===== src/rtl/instruction_fetch.sv =====
// Instruction fetch stage: PC register, IF/ID pipeline register and a BOOT/RUN/HOLD sequencer.
// Optional performance counters are enabled by defining FETCH_PERF_CNT_EN.
module instruction_fetch #(
    parameter int unsigned RESET_PC  = 100,
    parameter int unsigned MEM_BYTES = 16384
) (
    input  logic        clk,
    input  logic        rst_n,
    output logic [31:0] pc,
    input  logic [31:0] instruction,
    input  logic        stall,
    input  logic        redirect,
    input  logic [31:0] redirect_pc,
    output logic [31:0] if_id_instr,
    output logic [31:0] if_id_pc4,
    output logic        if_id_valid,
`ifdef FETCH_PERF_CNT_EN
    output logic [31:0] fetch_count,
    output logic [31:0] stall_count,
`endif
    output logic        misalign_err
);

    // state | meaning
    // BOOT  | first cycle after reset, IF/ID holds no valid fetch yet
    // RUN   | fetching one word per cycle
    // HOLD  | stalled, PC and IF/ID frozen
    typedef enum logic [1:0] {BOOT, RUN, HOLD} state_e;

    // Word-aligned address inside the memory window; wraps both increments and redirects.
    localparam logic [31:0] ADDR_MASK = (32'(MEM_BYTES) - 32'd1) & ~32'd3;
    localparam logic [31:0] PC_RST    = 32'(RESET_PC) & ADDR_MASK;

    state_e      state_q, state_d;
    logic [31:0] pc_q, pc_d;
    logic [31:0] instr_q, instr_d;
    logic [31:0] pc4_q, pc4_d;
    logic        valid_q, valid_d;
    logic        mis_q, mis_d;
    logic        do_fetch;
    logic [31:0] pc_plus4;

    assign pc_plus4 = (pc_q + 32'd4) & ADDR_MASK;

    always_comb begin
        state_d  = state_q;
        pc_d     = pc_q;
        instr_d  = instr_q;
        pc4_d    = pc4_q;
        valid_d  = valid_q;
        mis_d    = 1'b0;
        do_fetch = 1'b0;
        if (redirect) begin
            state_d = RUN;
            pc_d    = redirect_pc & ADDR_MASK;
            instr_d = 32'd0;
            valid_d = 1'b0;
            mis_d   = |redirect_pc[1:0];
        end else begin
            unique case (state_q)
                BOOT: begin
                    state_d  = RUN;
                    do_fetch = !stall;
                end
                RUN: begin
                    if (stall) state_d = HOLD;
                    else       do_fetch = 1'b1;
                end
                HOLD: begin
                    if (!stall) begin
                        state_d  = RUN;
                        do_fetch = 1'b1;
                    end
                end
                default: state_d = BOOT;
            endcase
            if (do_fetch) begin
                instr_d = instruction;
                pc4_d   = pc_plus4;
                valid_d = 1'b1;
                pc_d    = pc_plus4;
            end
        end
    end

    always_ff @(posedge clk or negedge rst_n) begin
        if (!rst_n) begin
            state_q <= BOOT;
            pc_q    <= PC_RST;
            instr_q <= 32'd0;
            pc4_q   <= 32'd0;
            valid_q <= 1'b0;
            mis_q   <= 1'b0;
        end else begin
            state_q <= state_d;
            pc_q    <= pc_d;
            instr_q <= instr_d;
            pc4_q   <= pc4_d;
            valid_q <= valid_d;
            mis_q   <= mis_d;
        end
    end

`ifdef FETCH_PERF_CNT_EN
    logic [31:0] fcnt_q, scnt_q;
    logic        stall_inc;

    // Stall edges are those that enter or remain in HOLD; a redirect cancels the stall.
    assign stall_inc = !redirect && stall && (state_q != BOOT);

    always_ff @(posedge clk or negedge rst_n) begin
        if (!rst_n) begin
            fcnt_q <= 32'd0;
            scnt_q <= 32'd0;
        end else begin
            if (do_fetch)  fcnt_q <= fcnt_q + 32'd1;
            if (stall_inc) scnt_q <= scnt_q + 32'd1;
        end
    end

    assign fetch_count = fcnt_q;
    assign stall_count = scnt_q;
`endif

    assign pc           = pc_q;
    assign if_id_instr  = instr_q;
    assign if_id_pc4    = pc4_q;
    assign if_id_valid  = valid_q;
    assign misalign_err = mis_q;

endmodule


===== config.mk =====
export PLATFORM = sky130hd
export DESIGN_NAME = instruction_fetch
export DESIGN_NICKNAME = d
export VERILOG_FILES = /design/src/rtl/instruction_fetch.sv
export SDC_FILE = /design/constraint.sdc
export NUM_CORES = 1
export LEC_CHECK = 0
export BUFFER_PORTS_ARGS = -buffer_cell sky130_fd_sc_hd__buf_2
export CORE_MARGIN = 1.5
export CORE_UTILIZATION = 44
export CTS_CLUSTER_SIZE = 24
export DETAILED_ROUTE_END_ITERATION = 10
export GPL_ROUTABILITY_DRIVEN = 0
export PLACE_DENSITY = 0.79
export SYNTH_ARGS = -nofsm -noshare
export SYNTH_HDL_FRONTEND = slang
export SYNTH_SLANG_ARGS = --single-unit
export TNS_END_PERCENT = 100

===== constraint.sdc =====
create_clock -name clk -period 2.8 [get_ports clk]
set_clock_uncertainty 0.05 [all_clocks]
set_input_delay 0.56 -clock clk [delete_from_list [all_inputs] [get_ports clk]]
set_output_delay 0.56 -clock clk [all_outputs]
set_load 0.02 [all_outputs]

==> Yosys cells after proc, flatten, opt, wreduce, memory -nomap -nowiden <==
Cells that the tools add are included.
{ "classes": {"muxes": 14, "n_addsub": 1, "reduce_logical": 7, "eq_ne": 4, "bitwise_logic": 1} }
{ "op_table": {"columns": ["cell", "n"], "rows": [
  ["two-way mux 32 bit", 4],
  ["adder 14 x 3 -> 14 bit (second input constant)", 1],
  ["two-way mux 2 bit", 3],
  ["!= test 3 bit (second input constant)", 2],
  ["case mux 2 bit (3 select lines)", 1],
  ["two-way mux 1 bit", 5],
  ["AND reduction 2 bit", 2],
  ["OR reduction 2 bit", 2],
  ["equality test 2 x 1 -> 1 bit (second input constant)", 1],
  ["equality test 2 bit (second input constant)", 1],
  ["zero test 2 bit", 1],
  ["case mux 1 bit (2 select lines)", 1],
  ["nonzero test 2 bit", 1],
  ["zero test 1 bit", 1],
  ["NOT 1 bit", 1]
]} }
{ "word_totals": {"word_cells": 33, "output_inout_bits": 98, "inputBits": 68, "reg_bits": 80} }

==> Depth between registers and ports, before layout <==
Gate-level depths: netlist of run 1.
{ "depth": {"ltp_word": 6, "ltp_mapped": 8} }

==> Least setup slack after synthesis of run 1 <==
Ideal clock, no wire load.
{ "synth_path": {"path_kind": "reg-to-reg", "start": "reg state_q[0]", "end": "reg pc_q[13], in the netlist pc[13]", "stages_incl_launch_ff": 8, "synth_period_minus_slack_ps": 2317, "setup_ps": 82, "t_arrival_ps": 2185, "slack_ps": 483, "cell_sequence": "dfrtp_1 -> ha_1 -> or2_0 -> buf_2 -> or4_1 -> clkbuf_2 -> or4_1 -> a31oi_1"} }
{ "synth_between": {"elab_chain_len": 5} }
{ "synth_rtl": {"columns": ["element", "line_no", "source"], "rows": [
  ["start: declaration", "34", "state_e state_q, state_d;"],
  ["start signal: assignment", "95", "state_q <= state_d;"],
  ["equality test 2 bit or equality test 2 x 1 -> 1 bit (tied branches)", "60", "unique case (state_q)"],
  ["OR reduction 2 bit (no source line)", null, null],
  ["case mux 1 bit (2 select lines) (*)", "60", null],
  ["two-way mux 1 bit (*)", "53", "if (redirect) begin"],
  ["nonzero test 2 bit (no source line) (*)", null, null],
  ["end signal: assignment", "96", "pc_q <= pc_d;"],
  ["end: declaration", "35", "logic [31:0] pc_q, pc_d;"]
]} }
Every way passes the cells marked *; elsewhere a longest branch is shown, timed or not. The select of a mux whose other input is x is not followed.
A chain may end at the register's enable or synchronous reset.

==> Final worst setup path of run 1 <==
Same ends and word-level chain as after synthesis.

==> results.toml, run 1 <==
[clock_tree]
clock-root-buffer = "clkbuf_8"
clkTransAtPathRegs_ns = 0.07
cts_tree = "built"
clock_latency_ns = 0.33
postCtsHoldBufs = 0
clock_path_buffers = 2
cts_resized = 0
htreeDepth = 3
cts_buffers = 9
cts_sinks = 60
cts_setup_buffers = 0

[drt]
routed_wl_um = 6920
num_vias = 2579
ant_nets = 0
drt-met1-wl_um = 2990
routed_via_density = 4.97
drc = 0
route.met3.wl_um = 467
dr.pass1.iters = 4
highest_layer = "met4"
route.met2.wl_um = 3300
wire_per_inst_um = 13.3
drt_iter0_drc = 158

[worst_hold_path]
hp-class = "in -> async"

[placed_design]
preCtsSetupSlack_ns = 0.329
detailed_place_hpwl_um = 4960
portBuffers = 107
dp_cells = 504

[worst_setup_path]
reg2reg_slack_ns = 0.33
startpoint_type = "register"
crit_family = "simple AND/OR/NAND/NOR gates"
worstPathCellList = "ha_1 -> or2_0 -> or4_1 -> or4_1 -> a31oi_1"
path_buf_inv = 0
crit_path_end_kind = "register"
critPathMostFrequentCell = "or4_1"
crit_arrival_ns = 2.68
cp_data_required_time_ns = 3.01
cp_slowest_cell = "or4_1"
critPathKind = "reg -> reg"
critPathMaxFanout = 7
reg2reg_depth = 5
max_stage_delay_ns = 0.69
r2r_end = "pc[13]"
r2r_start = "state_q[0]"

[logic_synthesis]
synth_warnings = 0
synthCells = 331
synth_area_leader_cell = "dfrtp_1"
netlist_area_um2 = 3050
synth.top_cell.area_share_pct = 46.8
synth-seq-cells = 60
synth.distinct_cells = 31
synth.avg_cell_area_um2 = 9.22
synth_area_leaders = "dfrtp_1, buf_4, nand2_1"
yosysSeqAreaShare_pct = 49.3

[sta]
max_freq_mhz = 405
setup-violations-final = 0
fin_ws_ns = 0.330
worstMarginPinSlew_ns = 0.997
finalCriticalPeriod_ns = 2.47
slew-limit-headroom_pct = 33.3
slew_violations = 0
finalSetupTns_ns = 0
rsz0062_at_grt = "false"
period_share_pct = 88.2
hold_violations = 0

[global_routing]
grt_max_degree = 53
grt_pass1_vias = 2379
grt_first_pass_wirelength_um = 10900
antenna_found_initial = 0
track_usage_pct = 19.1
grt_overflow = 0

[layout]
fin_util_pct = 54.8
most-common-layout-cells = "buf_2, nand2_1, dfrtp_1"
mostFrequentLayoutCell = "buf_2"
fin_nets = 509
syn_to_final_growth_pct = 21.4
antenna_cells = 0
drive_above_1_share_pct = 32.3
stdcell_count = 519

[job]
cap_violations = 0

[floorplanning]
rows = 30
dieWidth_um = 86.3
die_h_um = 86.3
die_area_um2 = 7440
ios = 166
initial_utilization_pct = 45.1
core_area_um2 = 6760

[power]
ir_drop_mv = 0.383
power_uw = 3000
leakage_uw = 0.00189
p_per_area_nw_per_um2 = 811

[run_status]
outcome = "finished, final reports clean"
report_power, final:
group | total (uW) | switching [uW] | internal, uW | leakage [uW]
clock network | 746 | 315 | 430 | 0.0000935
registers | 1190 | 131 | 1060 | 0.000761
logic | 1060 | 687 | 375 | 0.00103
worst max-delay path by stage:
| stage | startpoint | to | slack [ns] | depth (start not counted) |
|---|---|---|---|---|
| 5_1_grt | state_q[0] | pc[13] | 0.25 | 5 |
| 4_1_cts | state_q[0] | pc[13] | 0.36 | 5 |
| 3_3_place_gp | stall | pc[13] | 0.34 | 5 |
| 3_5_place_dp | stall | pc[13] | 0.33 | 5 |
| 6_report | state_q[0] | pc[13] | 0.33 | 5 |
| 2_1_floorplan | state_q[0] | pc[13] | 0.48 | 7 |
logic make-up (layout without fill, tap and decap cells):
group | count (synthesis) | in the layout | synth area share (%)
fa+ha+maj | 6 | 6 | 2.46
flops | 60 | 60 | 49.3
xor+xnor | 15 | 15 | 4.31
mux | 13 | 13 | 4.72
simple gates | 120 | 120 | 16.8
other cells | 1 | 40 | 0.123
compound gates | 53 | 53 | 9.52
buf+inv | 63 | 132 | 12.8
registers in the layout (all words and copies together) (netlist names):
signal / count
pc: 12
if_id_valid: 1
if_id_instr: 32
if_id_pc4: 12
state_q: 2
misalign_err: 1
routing by layer:
layer,vias up,global-route usage (%)
met1,1233,23.3
met5,-,0
li1,1229,-
met3,15,5.14
met2,102,31.4
met4,0,9.38
worst reg2reg max path: cells and delay by family (launching register included):
family | cells | cell delay, ns
fa+ha+maj | 1 | 0.24
compound gates | 1 | 0.17
flops | 1 | 0.43
simple gates | 3 | 1.52
cell usage after synthesis:
| cell | instances |
|---|---|
| nand3_1 | 4 |
| buf_1 | 1 |
| and4_1 | 1 |
| nand2_1 | 80 |
| nand4_1 | 3 |
| o32ai_1 | 1 |
| clkbuf_2 | 1 |
| mux2i_1 | 2 |
| a31oi_1 | 5 |
| or4_1 | 6 |
| and2b_1 | 1 |
| o21ai_0 | 8 |
| or2_2 | 2 |
| o211ai_1 | 1 |
| nor2_1 | 15 |
| xor2_1 | 8 |
| conb_1 | 1 |
| buf_4 | 40 |
| mux2_2 | 11 |
| dfstp_2 | 3 |
| or2_0 | 1 |
| clkbuf_1 | 16 |
| xnor2_1 | 7 |
| ha_1 | 6 |
| buf_2 | 1 |
| a21oi_1 | 33 |
| o31ai_1 | 5 |
| nor4_1 | 1 |
| inv_1 | 4 |
| dfrtp_1 | 57 |
| nor3_1 | 6 |
area by class of cell:
class | instances | area, um2
Multi-Input combinational cell | 247 | 1310
Sequential cell | 60 | 1510
Fill cell | 643 | 3050
Timing Repair Buffer | 113 | 593
Clock buffer | 13 | 149
Tap cell | 80 | 100
Inverter | 4 | 15.0
Clock inverter | 2 | 35.0
metrics by stage:
stage	hold slack [ns]	cell area (um2)
final	0.203	3700
after global routing	0.232	3700
after CTS	0.211	3700
after detailed placement	0.444	3520
after global placement	0.428	3520
after floorplan	0.214	3200
Note: power is estimated with default switching activity, not from simulation.
==> inputs of run 2 (changes only) <==
--- a/config.mk
+++ b/config.mk
@@ -12,6 +12,7 @@
 export DETAILED_ROUTE_END_ITERATION = 10
 export GPL_ROUTABILITY_DRIVEN = 0
 export PLACE_DENSITY = 0.79
+export REMOVE_ABC_BUFFERS = 1
 export SYNTH_ARGS = -nofsm -noshare
 export SYNTH_HDL_FRONTEND = slang
 export SYNTH_SLANG_ARGS = --single-unit
==> run 2 against run 1 <==
Against the previous run:
- sequential share of layout area decreased by 0.35 points
- sequential power about the same
- routed wire length fell by 1.9%
- combinational power is essentially flat
- critical path depth unchanged
- final cell count is 0.19% higher
- global-route usage is 0.37 points lower
- setup slack got worse by 0.0092 ns
- die area is the same
- total power grew 3.7%
- via count decreased by 1.0%
- critical endpoint unchanged
- largest cell class unchanged
- largest power group unchanged
- highest routed layer unchanged
==> results.toml, run 2 (synthesis gave the netlist of run 1 again) <==
[worst_setup_path]
reg2reg_slack_ns = 0.32
crit_path_end_kind = "register"
startpoint_type = "register"
r2r_end = "pc[13]"
path_buf_inv = 0
crit_family = "simple AND/OR/NAND/NOR gates"
crit_arrival_ns = 2.68
critPathKind = "reg -> reg"
worstPathCellList = "ha_1 -> or2_0 -> or4_1 -> or4_1 -> a31oi_1"
cp_data_required_time_ns = 3.00
critPathMaxFanout = 7
cp_slowest_cell = "or4_1"
reg2reg_depth = 5
critPathMostFrequentCell = "or4_1"
max_stage_delay_ns = 0.70
r2r_start = "state_q[0]"

[drt]
routed_via_density = 4.91
wire_per_inst_um = 13.0
num_vias = 2552
route.met2.wl_um = 3250
highest_layer = "met4"
drc = 0
routed_wl_um = 6790
ant_nets = 0
dr.pass1.iters = 4
drt_iter0_drc = 122
drt-met1-wl_um = 2930
route.met3.wl_um = 523

[floorplanning]
core_area_um2 = 6760
ios = 166
initial_utilization_pct = 45.1
rows = 30
dieWidth_um = 86.3
die_h_um = 86.3
die_area_um2 = 7440

[sta]
slew_violations = 0
rsz0062_at_grt = "false"
slew-limit-headroom_pct = 33.9
max_freq_mhz = 403
finalSetupTns_ns = 0
hold_violations = 0
period_share_pct = 88.6
setup-violations-final = 0
finalCriticalPeriod_ns = 2.48
worstMarginPinSlew_ns = 0.987
whs_ns = 0.184

[placed_design]
post_dp_cell_area_um2 = 3520
portBuffers = 107
detailed_place_hpwl_um = 4820

[power]
ir_drop_mv = 0.378
p_per_area_nw_per_um2 = 833
leakage_uw = 0.00191
power_uw = 3110

[global_routing]
grt_pass1_vias = 2332
grt_max_degree = 39
grt_overflow = 0
track_usage_pct = 18.7
antenna_found_initial = 0
grt_first_pass_wirelength_um = 10900

[clock_tree]
postCtsHoldBufs = 0
cts_setup_buffers = 0
cts_buffers = 9
cts_tree = "built"
cts_sinks = 60
clkTransAtPathRegs_ns = 0.06
cts_resized = 0
htreeDepth = 3
clock-root-buffer = "clkbuf_8"
clock_latency_ns = 0.33
clock_path_buffers = 2

[layout]
mostFrequentLayoutCell = "buf_2"
largest_reg_flops = 32
fillCellCount = 635
most-common-layout-cells = "buf_2, nand2_1, dfrtp_1"
drive_above_1_share_pct = 33.0
register_area_um2 = 1510
syn_to_final_growth_pct = 22.4
fin_nets = 509
antenna_cells = 0
fin_area_um2 = 3730
multiInputGateArea_um2 = 1310

[run_status]
outcome = "finished, final reports clean"

[worst_hold_path]
hp-class = "in -> async"

[job]
cap_violations = 0
[run 2: metrics by stage]
step                setup slack, ns  utilization, %  cells
floorplan                     0.217               -    311
global route                  0.225            55.3    520
CTS                           0.343            55.3    520
finish                        0.320            55.3    520
detailed placement            0.286            52.1    504
global placement              0.353            52.1    504
[run 2: worst reg2reg max path, delay by kind of cell (launching register included)]
family	cells	cell delay [ns]
flops	1	0.43
fa+ha+maj	1	0.22
simple gates	3	1.53
compound gates	1	0.18
[run 2: final cells by class]
type / instances / share of cell area [%]
tap: 80 / 2.68
clock inverter: 5 / 2.01
sequential: 60 / 40.3
clock buffer: 11 / 3.79
inverter: 4 / 0.402
multi-input combinational: 247 / 34.9
timing repair buffer: 113 / 15.9
[run 2: worst max-delay path by stage]
| stage | from | endpoint | slack, ns | cells past startpoint |
|---|---|---|---|---|
| finish | state_q[0] | pc[13] | 0.32 | 5 |
| global placement | stall | pc[13] | 0.35 | 5 |
| CTS | state_q[0] | pc[13] | 0.34 | 5 |
| detailed placement | stall | pc[13] | 0.29 | 5 |
| floorplan | state_q[0] | if_id_pc4[10] | 0.22 | 6 |
| global route | state_q[0] | pc[13] | 0.22 | 5 |
[run 2: layer usage]
layer  vias to the layer above  global-route usage (%)
li1                       1221                       -
met1                      1194                    23.4
met2                       128                    31.1
met3                         9                    4.57
met4                         0                    7.92
met5                         -                       0
[run 2: where the power goes]
group / leakage (uW) / internal [uW] / switching [uW] / total [uW]
sequential: 0.000761 / 1060 / 131 / 1190
clock: 0.000113 / 521 / 336 / 857
combinational: 0.00103 / 375 / 686 / 1060
==> inputs of run 3 (changes only) <==
--- a/config.mk
+++ b/config.mk
@@ -5,13 +5,15 @@
 export SDC_FILE = /design/constraint.sdc
 export NUM_CORES = 1
 export LEC_CHECK = 0
+export ABC_AREA = 1
 export BUFFER_PORTS_ARGS = -buffer_cell sky130_fd_sc_hd__buf_2
+export CAP_MARGIN = 20
 export CORE_MARGIN = 1.5
 export CORE_UTILIZATION = 44
 export CTS_CLUSTER_SIZE = 24
 export DETAILED_ROUTE_END_ITERATION = 10
 export GPL_ROUTABILITY_DRIVEN = 0
-export PLACE_DENSITY = 0.79
+export PLACE_DENSITY = 0.8
 export REMOVE_ABC_BUFFERS = 1
 export SYNTH_ARGS = -nofsm -noshare
 export SYNTH_HDL_FRONTEND = slang
==> constraint.sdc (replaced) <==
create_clock -name clk -period 2.8 [get_ports clk]
set_clock_uncertainty 0.05 [all_clocks]
set_input_delay 0.56 -clock clk [delete_from_list [all_inputs] [get_ports clk]]
set_output_delay 0.56 -clock clk [all_outputs]
set_load 0.05 [all_outputs]
==> run 3 against run 2 <==
Against the previous run:
- the run now ends with design-rule violations left
- largest cell class unchanged
- design area fell by 2.9%
- critical path depth is 6 higher
- largest power group is now combinational cells
- clock-buffer cell count stayed put
- flip-flop and latch count did not move
- core utilization increased by 1.2 points
==> results.toml, run 3 <==
[layout]
most-common-layout-cells = "nand2_1, buf_2, dfrtp_1"
syn_to_final_growth_pct = 22.8
drive_above_1_share_pct = 27.9
multiInputGateArea_um2 = 1140
fin_nets = 546
largest_reg_flops = 32
fin_area_um2 = 3630
antenna_cells = 0
fin_util_pct = 56.5
register_area_um2 = 1510
fillCellCount = 593
mostFrequentLayoutCell = "nand2_1"

[drt]
dr.pass1.iters = 8
ant_nets = 0
wire_per_inst_um = 11.6
drt_iter0_drc = 130
num_vias = 2489
routed_via_density = 4.49
routed_wl_um = 6420
drc = 15

[logic_synthesis]
synth.top_cell.area_share_pct = 48.3
synth.distinct_cells = 20
synth_area_leaders = "dfrtp_1, nand2_1, buf_4"
async_reset_ff_share_pct = 100
yosys-top-cells-count = "nand2_1, dfrtp_1, buf_4"
netlist_area_um2 = 2950
synth_area_leader_cell = "dfrtp_1"
synth_edf_count = 0
ys.flop_type = "dfrtp_1"
synth_warnings = 0
synth.avg_cell_area_um2 = 8.16
synth_most_common_cell = "nand2_1"
synthCells = 362
yosysSeqAreaShare_pct = 51.0
synth-seq-cells = 60

[worst_setup_path]
cp_slowest_cell = "inv_2"
crit_arrival_ns = 2.28
startpoint_type = "register"
path_buf_inv = 4
worstPathCellList = "inv_1 -> ha_1 -> inv_1 -> nand2_1 -> nand2_1 -> nand2_4 -> inv_2 -> nand2_1 -> nand2_1 -> inv_1 -> nand2_1"
critPathMostFrequentCell = "nand2_1"
reg2reg_depth = 11
cp_data_required_time_ns = 3.02
r2r_end = "pc[8]"
critPathMaxFanout = 38
critPathKind = "reg -> reg"
r2r_start = "state_q[0]"
reg2reg_slack_ns = 0.74
crit_path_end_kind = "register"
max_stage_delay_ns = 0.50
crit_family = "buffers and inverters"

[global_routing]
antenna_found_initial = 0
grt_pass1_vias = 2355
track_usage_pct = 18.3
grt_first_pass_wirelength_um = 10400
grt_max_degree = 39
grt_overflow = 0

[clock_tree]
cts_buffers = 9
postCtsHoldBufs = 0
clock-root-buffer = "clkbuf_8"
cts_setup_buffers = 0
cts_sinks = 60
htreeDepth = 3
clock_path_buffers = 2
cts_tree = "built"
clkTransAtPathRegs_ns = 0.07
cts_resized = 0
clock_latency_ns = 0.33

[job]
cap_violations = 0

[run_status]
violations = "design-rule violations"
outcome = "finished, violations left"

[floorplanning]
die_h_um = 84.9
dieWidth_um = 84.9
ios = 166
rows = 29
die_area_um2 = 7210
initial_utilization_pct = 46.0
core_area_um2 = 6420

[power]
power_uw = 3780
leakage_uw = 0.00223
ir_drop_mv = 0.511
p_per_area_nw_per_um2 = 1040

[sta]
setup-violations-final = 0
hold_violations = 0
slew_violations = 0
period_share_pct = 73.5
rsz0062_at_grt = "false"
finalSetupTns_ns = 0
finalCriticalPeriod_ns = 2.06
max_freq_mhz = 486
slew-limit-headroom_pct = 56.6
worstMarginPinSlew_ns = 0.650
whs_ns = 0.205

[placed_design]
portBuffers = 107
post_dp_cell_area_um2 = 3400
detailed_place_hpwl_um = 4740

[worst_hold_path]
hp-class = "in -> async"
-- run 3: changes by cell type after synthesis, moves of 6 or more --
| cell | change |
|---|---|
| nand2_1 | +92 |
| a21oi_1 | -32 |
| clkbuf_1 | -16 |
| inv_1 | +16 |
| nand3_1 | +16 |
| mux2_2 | -11 |
| xnor2_1 | -7 |
| nor3_1 | -6 |
| or4_1 | -6 |
| xor2_1 | -6 |
-- run 3: worst max path at each step --
| stage | from | slack (ns) | end | depth (start not counted) |
|---|---|---|---|---|
| 2_1_floorplan | state_q[0] | 0.85 | if_id_pc4[7] | 9 |
| 3_3_place_gp | state_q[0] | 0.79 | pc[8] | 11 |
| 3_5_place_dp | state_q[0] | 0.75 | pc[8] | 11 |
| 4_1_cts | state_q[0] | 0.71 | pc[8] | 11 |
| 5_1_grt | state_q[0] | 0.54 | pc[8] | 11 |
| 6_report | state_q[0] | 0.74 | pc[8] | 11 |
-- run 3: cells by family (layout without fill, tap and decap cells) --
kind of cell,count (synthesis),count (layout),synth area share [%]
other,1,40,0.127
xor gates and xnor gates,2,2,0.593
buffers and inverters,73,149,15.5
AOI/OAI and AO/OA,13,13,2.46
DFF,60,60,51.0
and+or+nand+nor,207,207,27.8
adders and majority gates,6,6,2.54
-- run 3: area by class of cell --
class,instances,area share [%]
clock buffers,11,3.62
repair buffers,110,15.7
flip-flops and latches,60,41.5
multi-input cells,268,31.4
well taps,77,2.66
inverters,23,2.38
clock inverters,5,2.76
-- run 3: through the flow --
step | setup WS (ns) | std cells
4_1_cts | 0.710 | 554
5_1_grt | 0.537 | 554
2_1_floorplan | 0.847 | 351
3_3_place_gp | 0.792 | 538
6_report | 0.743 | 554
3_5_place_dp | 0.745 | 538
-- run 3: where the power goes --
group | leakage, uW | internal (uW) | switching (uW)
Combinational | 0.00134 | 325 | 1290
Sequential | 0.000775 | 1100 | 145
Clock | 0.000117 | 589 | 329
Total | 0.00223 | 2010 | 1770
-- run 3: routing by layer --
metal	track usage [%]	routed length (um)
met1	23.0	2860
met2	29.7	3010
met3	4.09	394
met5	0	0
met4	9.84	155
